`src/rtl/count_pkg.sv`:
```
// Shared types and default geometry for the lap-counter stream (generator and monitor).
package count_pkg;

  typedef enum logic [1:0] {
    IDLE  = 2'd0,
    ARMED = 2'd1,
    TRACK = 2'd2,
    DONE  = 2'd3
  } state_t;

  localparam int DEF_CNT_W    = 3;
  localparam int DEF_MAX_VAL  = 7;
  localparam int DEF_NUM_LAPS = 3;

  // Width needed to hold a lap count of 0..n inclusive.
  function automatic int lap_width(input int n);
    return (n < 1) ? 1 : $clog2(n + 1);
  endfunction

endpackage

```
`src/rtl/sat_counter.sv`:
```
// Width-parameterised up-counter with clear; holds at all-ones instead of wrapping.
module sat_counter #(
  parameter int W = 8
) (
  input  logic         clk,
  input  logic         rst,
  input  logic         clr,
  input  logic         inc,
  output logic [W-1:0] value
);

  always_ff @(posedge clk) begin
    if (rst || clr) begin
      value <= '0;
    end else if (inc && (value != {W{1'b1}})) begin
      value <= value + W'(1);
    end
  end

endmodule

```
`src/rtl/count_monitor.sv`:
```
// Lap-counter stream checker: hunts for a 0, tracks 0..MAX_VAL for NUM_LAPS laps, reports done/pass.
// Optional idle watchdog and timeout output enabled by COUNT_MONITOR_TIMEOUT_EN.
module count_monitor
  import count_pkg::*;
#(
  parameter int CNT_W       = DEF_CNT_W,
  parameter int MAX_VAL     = DEF_MAX_VAL,
  parameter int NUM_LAPS    = DEF_NUM_LAPS,
  parameter int ERR_W       = 8,
  parameter int TIMEOUT_CYC = 16
) (
  input  logic                                clk,
  input  logic                                rst,
  input  logic                                start,
  input  logic                                in_valid,
  input  logic [CNT_W-1:0]                    in_count,
  output logic                                busy,
  output logic                                done,
  output logic                                pass,
  output logic                                err_pulse,
  output logic [ERR_W-1:0]                    err_count,
  output logic [$clog2(NUM_LAPS+1)-1:0]       lap_count,
  output logic [CNT_W-1:0]                    expected
`ifdef COUNT_MONITOR_TIMEOUT_EN
  ,
  output logic                                timeout
`endif
);

  localparam int LAP_W = $clog2(NUM_LAPS + 1);
  localparam logic [CNT_W-1:0] MAX_C  = CNT_W'(MAX_VAL);
  localparam logic [LAP_W-1:0] LAPS_C = LAP_W'(NUM_LAPS);

  state_t           state;
  logic             arm;
  logic             track_sample;
  logic             mismatch;
  logic             lap_hit;
  logic             last_lap;
  logic             wd_hit;
  logic [CNT_W-1:0] next_exp;

  assign arm          = start && ((state == IDLE) || (state == DONE));
  assign track_sample = (state == TRACK) && in_valid;
  assign mismatch     = track_sample && (in_count != expected);
  assign lap_hit      = track_sample && (in_count == MAX_C);
  assign last_lap     = lap_hit && ((lap_count + LAP_W'(1)) == LAPS_C);
  // Values at or above the wrap point restart the expected sequence at zero.
  assign next_exp     = (in_count >= MAX_C) ? '0 : in_count + CNT_W'(1);

  sat_counter #(.W(ERR_W)) u_err_cnt (
    .clk   (clk),
    .rst   (rst),
    .clr   (arm),
    .inc   (mismatch),
    .value (err_count)
  );

`ifdef COUNT_MONITOR_TIMEOUT_EN
  localparam int WD_W = $clog2(TIMEOUT_CYC + 1);
  logic [WD_W-1:0] wd_value;
  logic            wd_idle;

  assign wd_idle = ((state == ARMED) || (state == TRACK)) && !in_valid;
  // Fires on the TIMEOUT_CYC-th consecutive idle cycle so DONE lands on that edge.
  assign wd_hit  = wd_idle && (wd_value == WD_W'(TIMEOUT_CYC - 1));

  sat_counter #(.W(WD_W)) u_watchdog (
    .clk   (clk),
    .rst   (rst),
    .clr   (arm || !wd_idle),
    .inc   (wd_idle),
    .value (wd_value)
  );
`else
  assign wd_hit = (TIMEOUT_CYC < 0);
`endif

  always_ff @(posedge clk) begin
    if (rst) begin
      state     <= IDLE;
      busy      <= 1'b0;
      done      <= 1'b0;
      pass      <= 1'b0;
      err_pulse <= 1'b0;
      lap_count <= '0;
      expected  <= '0;
`ifdef COUNT_MONITOR_TIMEOUT_EN
      timeout   <= 1'b0;
`endif
    end else begin
      err_pulse <= mismatch;
      case (state)
        IDLE, DONE: begin
          if (start) begin
            state     <= ARMED;
            busy      <= 1'b1;
            done      <= 1'b0;
            pass      <= 1'b0;
            lap_count <= '0;
            expected  <= '0;
`ifdef COUNT_MONITOR_TIMEOUT_EN
            timeout   <= 1'b0;
`endif
          end
        end
        ARMED: begin
          if (wd_hit) begin
            state <= DONE;
            busy  <= 1'b0;
            done  <= 1'b1;
            pass  <= 1'b0;
`ifdef COUNT_MONITOR_TIMEOUT_EN
            timeout <= 1'b1;
`endif
          end else if (in_valid && (in_count == '0)) begin
            state    <= TRACK;
            expected <= CNT_W'(1);
          end
        end
        TRACK: begin
          if (wd_hit) begin
            state <= DONE;
            busy  <= 1'b0;
            done  <= 1'b1;
            pass  <= 1'b0;
`ifdef COUNT_MONITOR_TIMEOUT_EN
            timeout <= 1'b1;
`endif
          end else if (in_valid) begin
            expected <= next_exp;
            if (lap_hit) begin
              lap_count <= lap_count + LAP_W'(1);
            end
            if (last_lap) begin
              state <= DONE;
              busy  <= 1'b0;
              done  <= 1'b1;
              // The closing sample may itself be a mismatch that lands in err_count on this edge.
              pass  <= (err_count == '0) && !mismatch;
            end
          end
        end
        default: begin
          state <= IDLE;
          busy  <= 1'b0;
          done  <= 1'b0;
          pass  <= 1'b0;
        end
      endcase
    end
  end

endmodule

```
`config.mk`:
```
export PLATFORM = sky130hd
export DESIGN_NAME = count_monitor
export DESIGN_NICKNAME = d
export VERILOG_FILES = /design/src/rtl/count_pkg.sv /design/src/rtl/sat_counter.sv /design/src/rtl/count_monitor.sv
export SDC_FILE = /design/constraint.sdc
export NUM_CORES = 1
export LEC_CHECK = 0
export CORE_ASPECT_RATIO = 1.75
export CORE_UTILIZATION = 30
export DETAILED_ROUTE_END_ITERATION = 6
export PLACE_DENSITY_LB_ADDON = 0.3
export SYNTH_ARGS = -nofsm -noshare
export SYNTH_HDL_FRONTEND = slang
export SYNTH_SLANG_ARGS = --single-unit
```
`constraint.sdc`:
```
create_clock -name clk -period 3.9 [get_ports clk]
set_input_delay 1.17 -clock clk [delete_from_list [all_inputs] [get_ports clk]]
set_output_delay 1.17 -clock clk [all_outputs]
set_load 0.005 [all_outputs]
```
Word-level counts from Yosys, hierarchy flattened
Cells that the tools add are included.
{"block": "word_totals", "out_inout_bits": 17, "regBits": 19, "word_cells": 70, "input_bits": 7}
{"block": "classes", "reduce_logical": 20, "n_eq_ne": 12, "bitwise": 1, "n_mux": 25, "n_lt_le_gt_ge": 1, "n_addsub": 3}
{"op": "2-bit 2-to-1 mux", "n": 7}
{"op": "3-bit 2-to-1 mux", "n": 4}
{"op": "4-bit AND reduction", "n": 3}
{"op": "2-bit inequality test (second input constant)", "n": 5}
{"op": "3-bit one-hot mux with 3 select lines", "n": 1}
{"op": "8-bit by 1-bit adder with 8-bit output (second input constant)", "n": 1}
{"op": "1-bit logical AND", "n": 8}
{"op": "8-bit zero test", "n": 1}
{"op": "1-bit 2-to-1 mux", "n": 8}
{"op": "8-bit inequality test (second input constant)", "n": 1}
{"op": "2-bit == test (second input constant)", "n": 3}
{"op": "1-bit one-hot mux with 2 select lines", "n": 3}
{"op": "2-bit one-hot mux with 3 select lines", "n": 1}
{"op": "2-bit one-hot mux with 2 select lines", "n": 1}
{"op": "3-bit by 1-bit adder with 3-bit output (second input constant)", "n": 1}
{"op": "3-bit == test (second input constant)", "n": 1}
{"op": "3-bit greater-or-equal comparator (second input constant)", "n": 1}
{"op": "3-bit zero test", "n": 1}
{"op": "3-bit inequality test", "n": 1}
{"op": "3-bit AND reduction", "n": 1}
{"op": "2-bit by 1-bit adder with 2-bit output (second input constant)", "n": 1}
{"op": "2-bit by 1-bit == test with 1-bit output (second input constant)", "n": 1}
{"op": "2-bit zero test", "n": 1}
{"op": "1-bit logical OR", "n": 2}
{"op": "other kinds (4)", "n": 4}

Logic depth before layout (Yosys ltp)
Gate-level depths: netlist of the first run.
{"block": "logic_depth", "ltp_word": 8, "depth_mapped": 8, "mapped_depth_nobuf": 6}

Cells and area by module
A second synthesis of the first run with hierarchy kept.
{"block": "unflattened", "cells_unflattened": 126, "hier_area_um2": 1108.6}
{"module": "count_monitor", "cells_per_inst": 78, "seq_area_each_um2": 220.2, "instances": 1, "area_each_um2": 686.9}
{"module": "sat_counter", "cells_per_inst": 48, "seq_area_each_um2": 160.2, "instances": 1, "area_each_um2": 421.7}

Worst setup path after synthesis of the first run
OpenSTA, ideal clock, no wires.
{"block": "synth_path", "kind": "in2reg", "start": "input in_count[0]", "end": "register state[0]", "required_ns": 3.814, "setup_time_ns": 0.086, "setup_slack_ns": 1.508, "path_buffers": 0, "cell_stages": 6, "arrival_ns": 2.306, "path_cell_list": "ha_1 ha_1 nand3_1 a221oi_1 nor2_1 a211oi_1"}
{"block": "synth_between", "elab_chain_len": 5, "elab_cells_between_ends": 8, "classes_between": "eq/ne (3); reduce/logical (5)"}
{"item": "start: declaration", "line": "count_monitor.sv:16", "rtl": "input logic [CNT_W-1:0] in_count,"}
{"item": "3-bit == test", "line": "count_monitor.sv:46", "rtl": "assign lap_hit = track_sample && (in_count == MAX_C);"}
{"item": "1-bit logical AND", "line": "count_monitor.sv:46"}
{"item": "1-bit logical AND", "line": "count_monitor.sv:47", "rtl": "assign last_lap = lap_hit && ((lap_count + LAP_W'(1)) == LAPS_C);"}
{"item": "2-bit inequality test (no source line)"}
{"item": "4-bit AND reduction (no source line) (*)"}
{"item": "end signal: assignment", "line": "count_monitor.sv:81", "rtl": "state <= IDLE;"}
{"item": "end signal: assignment", "line": "count_monitor.sv:96", "rtl": "state <= ARMED;"}
{"item": "end signal: assignment", "line": "count_monitor.sv:109", "rtl": "state <= DONE;"}
{"item": "end: declaration", "line": "count_monitor.sv:34", "rtl": "state_t state;"}
Mark *: on every way between the ends. The rest lies on a longest branch, timed or not.
A chain may end at the register's enable or synchronous reset.

Worst setup path after layout of the first run
Same ends and word-level chain as after synthesis.

==> flow_metrics.py, run 1 <==
metrics = {
    "run_status": {
        "status": "completed",
    },
    "synth": {
        "synth_ff_type": "dfxtp_1",
        "synth-xor-area-share": 0.0232,
        "synth_top_family_by_area": "simple AND/OR/NAND/NOR gates",
        "yosysUniqueCellTypes": 39,
        "synth_fp_nets": 144,
        "ys_seq_elements": 19,
        "postSynthAreaPerCell_sq_um": 8.86,
        "yosys.area_share.simple": 0.232,
        "synth_edf_count": 0,
        "syn_inst": 128,
        "synthAdderAreaFrac": 0.0993,
        "syn_area_sq_mm": 0.00113,
        "ys.warnings.count": 0,
        "muxShareOfSynthArea": 0.0530,
        "ys_seq_area_frac": 0.336,
        "synth_async_sr_flop_share": 0,
        "synth-compound-area-share": 0.193,
    },
    "die": {
        "coreArea_sq_mm": 0.00363,
        "io_pins": 24,
        "std_cell_rows": 29,
        "die_y_um": 83.3,
        "die-area_sq_mm": 0.00404,
        "die_w_um": 48.5,
        "start_util": 0.312,
    },
    "timing": {
        "finalCritPeriodShare": 0.754,
        "rsz0062_at_grt": "no",
        "fin_crit_ns": 2.94,
        "setup_violations": 0,
        "finalMaxSlewViolations": 0,
        "relSlewSlack": 0.648,
        "finalSetupTns_ns": 0,
        "fin_skew_ns": 0.000888,
        "worst_pin_slew_ns": 0.526,
        "hold_violations": 0,
        "fmax_mhz": 340,
    },
    "finish": {
        "area_delta_synth_final_pct": 26.7,
        "antenna_cells": 0,
        "fin_area_sq_mm": 0.00144,
        "drive_gt1_frac": 0.0662,
        "nets": 168,
    },
    "clock_network": {
        "holdBufCountCts": 0,
        "cts_made_buffers": 3,
        "clkTransAtPathRegs_ns": 0.07,
        "cts_setup_buffers": 0,
        "root_buffer": "clkbuf_8",
        "clkSinkCount": 19,
        "clkLatencyLatePin_ns": 0.26,
        "cts_tree": "done",
        "cts_buffer_depth": 2,
        "h-tree-depth": 1,
        "cts_resized": 0,
    },
    "critical_path": {
        "critPathMaxStageDelay_ns": 0.56,
        "crit_fanout": 5,
        "crit_start": "in_count[0]",
        "worstSetupEndpointType": "flip-flop",
        "cp-start-kind": "input pin",
        "path_class": "input pin to flip-flop",
        "cp_common_cell": "ha_1",
        "worstReg2RegStart": "state[0]$_SDFFE_PP0P_",
        "worst_ep_arrival_time_ns": 3.11,
        "cp_slowest_cell": "clkdlybuf4s50_1",
        "critPathRequiredTime_ns": 4.06,
        "path_cells": "clkdlybuf4s50_1, ha_1, ha_1, nand3_1, a221oi_1, nor2_1, a211oi_1",
    },
    "detailed_routing": {
        "wl_per_cell_um": 13.2,
        "first_iter_violations": 18,
        "dr.pass1.iters": 4,
        "drc": 0,
        "ant_nets": 0,
        "via_count": 1024,
        "viasPerCell": 5.20,
        "drt_wl_total_um": 2610,
    },
    "global_routing": {
        "grt_first_pass_wirelength_um": 4400,
        "grt_start_max_net_pins": 16,
        "grtUsageTotal": 0.138,
        "grt-ovfl-total": 0,
        "grt_pass1_vias": 1007,
        "antenna_found_initial": 0,
    },
    "placed_design": {
        "placedInstanceArea_sq_mm": 0.00139,
        "portBuffers": 23,
        "gp_congestion": 0.810,
        "hpwlAfterDp_um": 2030,
    },
    "run": {
        "maxCapViolCount": 0,
    },
    "worst_hold_path": {
        "hp-class": "flip-flop to flip-flop",
        "min_from": "pass$_SDFFE_PP0P_",
    },
    "power": {
        "peakVddDrop_mv": 0.304,
        "p_per_area_mw_per_mm2": 504,
        "p_leak_nw": 0.510,
    },
}
-- routing by layer --
| layer | up-vias | part of all wire | routed length, um | global-route usage |
|---|---|---|---|---|
| li1 | 512 | - | - | - |
| met1 | 481 | 0.40 | 1040 | 0.139 |
| met2 | 25 | 0.54 | 1420 | 0.262 |
| met3 | 6 | 0.036 | 93 | 0.0201 |
| met4 | 0 | 0.022 | 57 | 0.0722 |
| met5 | - | 0 | 0 | 0 |
-- state kept, by name, summed over array words and instances (netlist names) --
| name | count |
|---|---|
| busy | 1 |
| done | 1 |
| err_pulse | 1 |
| expected | 3 |
| lap_count | 2 |
| pass | 1 |
| state | 2 |
| u_err_cnt.value | 8 |
-- critical path: cells and delay by family --
kind	cells	cell delay, ns
AOI/OAI and AO/OA	2	0.75
adders and majority gates	2	0.40
buffers and inverters	1	0.56
and+or+nand+nor	2	0.22
-- cell usage after synthesis (all sizes together), types with 2 or more instances --
cell / n / share of area
o41ai: 2 / 0.015
o31ai: 4 / 0.026
ha: 9 / 0.099
inv: 11 / 0.036
nand2: 3 / 0.0099
a211oi: 4 / 0.035
buf: 3 / 0.024
nand3: 9 / 0.040
a21oi: 10 / 0.044
nor4: 2 / 0.011
nand2b: 5 / 0.028
mux2i: 6 / 0.053
or4: 3 / 0.020
and3: 3 / 0.021
xnor2: 3 / 0.023
o21ai: 3 / 0.013
nor2: 11 / 0.036
dfxtp: 19 / 0.34
-- stage by stage --
stage,util,power (W),cells,hold WS (ns),setup slack (ns)
finish,0.396,0.000724,197,0.464,0.958
global placement,0.383,0.000582,193,0.461,0.822
floorplan,-,0.000498,128,0.458,1.51
global route,0.396,0.000780,197,0.497,0.775
detailed placement,0.383,0.000595,193,0.456,0.683
CTS,0.396,0.000737,197,0.470,0.963
-- cells by family (layout without fill, tap and decap cells) --
family / Yosys count / after routing
mux: 6 / 6
fa+ha+maj: 9 / 9
flops: 19 / 19
simple gates: 46 / 46
xor+xnor: 3 / 3
compound gates: 30 / 30
buf+inv: 15 / 38
-- report_power, final --
part | switching, W | internal [W]
Sequential | 0.0000213 | 0.000222
Clock | 0.0000672 | 0.0000711
Combinational | 0.000183 | 0.000159
Total | 0.000271 | 0.000452
-- final timing paths --
path,end,slack (ns),cells past startpoint
max,state[0]$_SDFFE_PP0P_,0.96,7
min,pass$_SDFFE_PP0P_,0.46,2
max reg2reg,u_err_cnt.value[3]$_SDFFE_PP0P_,1.99,6
min reg2reg,pass$_SDFFE_PP0P_,0.46,2
-- cell usage in the layout (no fill, tap or decap), drive strengths merged, types with 2 or more instances in the layout --
cell | Yosys | layout
or4 | 3 | 3
clkbuf | 1 | 3
mux2i | 6 | 6
o41ai | 2 | 2
ha | 9 | 9
inv | 11 | 11
nor4 | 2 | 2
nor2 | 11 | 11
o21ai | 3 | 3
and3 | 3 | 3
a211oi | 4 | 4
a21oi | 10 | 10
nand3 | 9 | 9
nand2b | 5 | 5
nand2 | 3 | 3
xnor2 | 3 | 3
clkdlybuf4s50 | 0 | 23
o31ai | 4 | 4
dfxtp | 19 | 19
-- cell type report --
class | count | area (sq um)
clock buffers | 3 | 41.3
repair buffers | 23 | 230
flip-flops and latches | 19 | 380
well taps | 46 | 57.6
fillers | 386 | 2190
multi-input cells | 94 | 681
inverters | 11 | 41.3
clock inverters | 1 | 5.00
Note: power is estimated with default switching activity, not from simulation.
==> inputs of run 2 (changes only) <==
==> constraint.sdc (replaced) <==
create_clock -name clk -period 2.4 [get_ports clk]
set_input_delay 0.72 -clock clk [delete_from_list [all_inputs] [get_ports clk]]
set_output_delay 0.72 -clock clk [all_outputs]
set_load 0.005 [all_outputs]
==> flow_metrics.py, run 2 (synthesized netlist as in run 1, its figures left out) <==
metrics = {
    "global_routing": {
        "grt-ovfl-total": 0,
        "grt_pass1_vias": 949,
        "antenna_found_initial": 0,
        "grt_start_max_net_pins": 12,
        "grtUsageTotal": 0.131,
        "grt_first_pass_wirelength_um": 4260,
    },
    "detailed_routing": {
        "ant_nets": 0,
        "via_count": 1027,
        "dr.pass1.iters": 4,
        "maxUsedRoutingLayer": "met4",
        "wl_per_cell_um": 12.0,
        "first_iter_violations": 8,
        "dr_wl_met2_um": 1300,
        "drc": 0,
        "wl_met1_um": 1050,
        "drt_wl_total_um": 2470,
        "viasPerCell": 4.99,
        "met3_length_um": 101,
    },
    "power": {
        "p_switching_w": 0.000444,
        "clkPwrFrac": 0.181,
        "p_sw_frac": 0.362,
        "combPwrFrac": 0.497,
        "p_total_w": 0.00123,
        "p_leak_nw": 0.553,
        "peakVddDrop_mv": 0.472,
        "p_int_w": 0.000782,
        "p_per_area_mw_per_mm2": 815,
        "seqPwrFrac": 0.321,
    },
    "finish": {
        "multi_input_area_sq_um": 681,
        "final_common_cell": "clkdlybuf4s50_1",
        "fin_area_sq_mm": 0.00150,
        "utilization": 0.414,
        "antenna_cells": 0,
        "reg_top3": "u_err_cnt.value: 8 flops, expected: 3 flops",
        "top_register": "u_err_cnt.value",
        "ff_latch_area_sq_um": 380,
        "num-fill-cells": 388,
        "drive_gt1_frac": 0.119,
        "largest_reg_flops": 8,
        "layout_common_cells": "23 x clkdlybuf4s50_1, 19 x dfxtp_1, 11 x inv_1, 11 x nor2_1, 10 x a21oi_1",
        "area_delta_synth_final_pct": 32.7,
        "nets": 177,
    },
    "critical_path": {
        "worstReg2RegStart": "state[0]$_SDFFE_PP0P_",
        "crit_start": "in_count[0]",
        "path_cells": "clkdlybuf4s50_1, buf_4, xnor2_1, a31o_4, or4_1, a21oi_1",
        "cp-start-kind": "input pin",
        "critPathMaxStageDelay_ns": 0.50,
        "worst_ep_arrival_time_ns": 2.36,
        "worstSetupEndpointType": "flip-flop",
        "crit_fanout": 8,
        "cp_slowest_cell": "or4_1",
        "critPathRequiredTime_ns": 2.58,
        "path_class": "input pin to flip-flop",
    },
    "timing": {
        "hold_violations": 0,
        "fin_crit_ns": 2.18,
        "rsz0062_at_grt": "no",
        "worst_pin_slew_ns": 0.367,
        "finalCritPeriodShare": 0.907,
        "relSlewSlack": 0.755,
        "fmax_mhz": 460,
        "finalMaxSlewViolations": 0,
        "fin_skew_ns": 0.00416,
        "setup_violations": 0,
    },
    "die": {
        "die_w_um": 48.5,
        "coreArea_sq_mm": 0.00363,
        "std_cell_rows": 29,
        "start_util": 0.312,
        "die_y_um": 83.3,
        "die-area_sq_mm": 0.00404,
        "io_pins": 24,
    },
    "run": {
        "maxCapViolCount": 0,
    },
    "placed_design": {
        "placedInstanceArea_sq_mm": 0.00146,
        "gp_congestion": 0.829,
        "portBuffers": 23,
        "hpwlAfterDp_um": 1970,
    },
    "clock_network": {
        "clkLatencyLatePin_ns": 0.25,
        "cts_tree": "done",
        "clkSinkCount": 19,
        "cts_buffer_depth": 2,
        "cts_resized": 0,
        "h-tree-depth": 1,
        "holdBufCountCts": 0,
        "cts_setup_buffers": 0,
        "root_buffer": "clkbuf_8",
        "clkTransAtPathRegs_ns": 0.08,
        "cts_made_buffers": 3,
    },
    "worst_hold_path": {
        "hp-class": "flip-flop to flip-flop",
        "min_from": "pass$_SDFFE_PP0P_",
    },
    "run_status": {
        "status": "completed",
    },
}
run 2: changes by cell type in the layout (fill, tap and decap cells not counted):
cell,delta
buf_4,+9
run 2: critical path, delay by kind of cell:
family / cells / cell delay [ns]
compound gates: 2 / 0.42
buf+inv: 2 / 0.58
simple gates: 1 / 0.50
xor+xnor: 1 / 0.14
run 2: final cells by class:
| cell class | count | share of cell area |
|---|---|---|
| timing repair buffer | 32 | 0.198 |
| clock buffer | 3 | 0.0275 |
| tap | 46 | 0.0383 |
| inverter | 11 | 0.0275 |
| sequential | 19 | 0.253 |
| clock inverter | 1 | 0.00333 |
| multi-input combinational | 94 | 0.453 |
run 2: worst paths after layout:
path                                                   endpoint  slack, ns  cells past startpoint
worst min register to register                pass$_SDFFE_PP0P_       0.46                      2
worst max-delay path            u_err_cnt.value[4]$_SDFFE_PP0P_       0.22                      6
worst max register to register  u_err_cnt.value[4]$_SDFFE_PP0P_       0.55                      6
worst min-delay path                          pass$_SDFFE_PP0P_       0.46                      2
run 2: through the flow:
step	worst slack [ns]	hold slack, ns	TNS (ns)	std cells
floorplan	0.458	0.458	0	128
global placement	-0.0103	0.453	-0.0188	202
detailed placement	-0.0657	0.457	-0.196	202
CTS	0.201	0.470	0	206
global route	0.0481	0.504	0	206
finish	0.224	0.464	0	206
run 2: per-layer routing:
| metal | track usage | up-vias |
|---|---|---|
| met3 | 0.0183 | 2 |
| met4 | 0.0401 | 0 |
| li1 | - | 531 |
| met1 | 0.144 | 469 |
| met2 | 0.251 | 25 |
| met5 | 0 | - |
run 2: power groups by stage:
stage | Clock (W) | Combinational (W) | Sequential (W)
finish | 0.000222 | 0.000610 | 0.000394
floorplan | 0 | 0.000409 | 0.000401
global placement | 0 | 0.000607 | 0.000401
global route | 0.000243 | 0.000678 | 0.000402
CTS | 0.000232 | 0.000622 | 0.000395
detailed placement | 0 | 0.000617 | 0.000401
==> inputs of run 3 (changes only) <==
--- a/config.mk
+++ b/config.mk
@@ -5,6 +5,7 @@
 export SDC_FILE = /design/constraint.sdc
 export NUM_CORES = 1
 export LEC_CHECK = 0
+export CAP_MARGIN = 10
 export CORE_ASPECT_RATIO = 1.75
 export CORE_UTILIZATION = 30
 export DETAILED_ROUTE_END_ITERATION = 6
==> results of run 3 <==
Same layout as run 2: the final DEF is identical, and so are final timing and power.
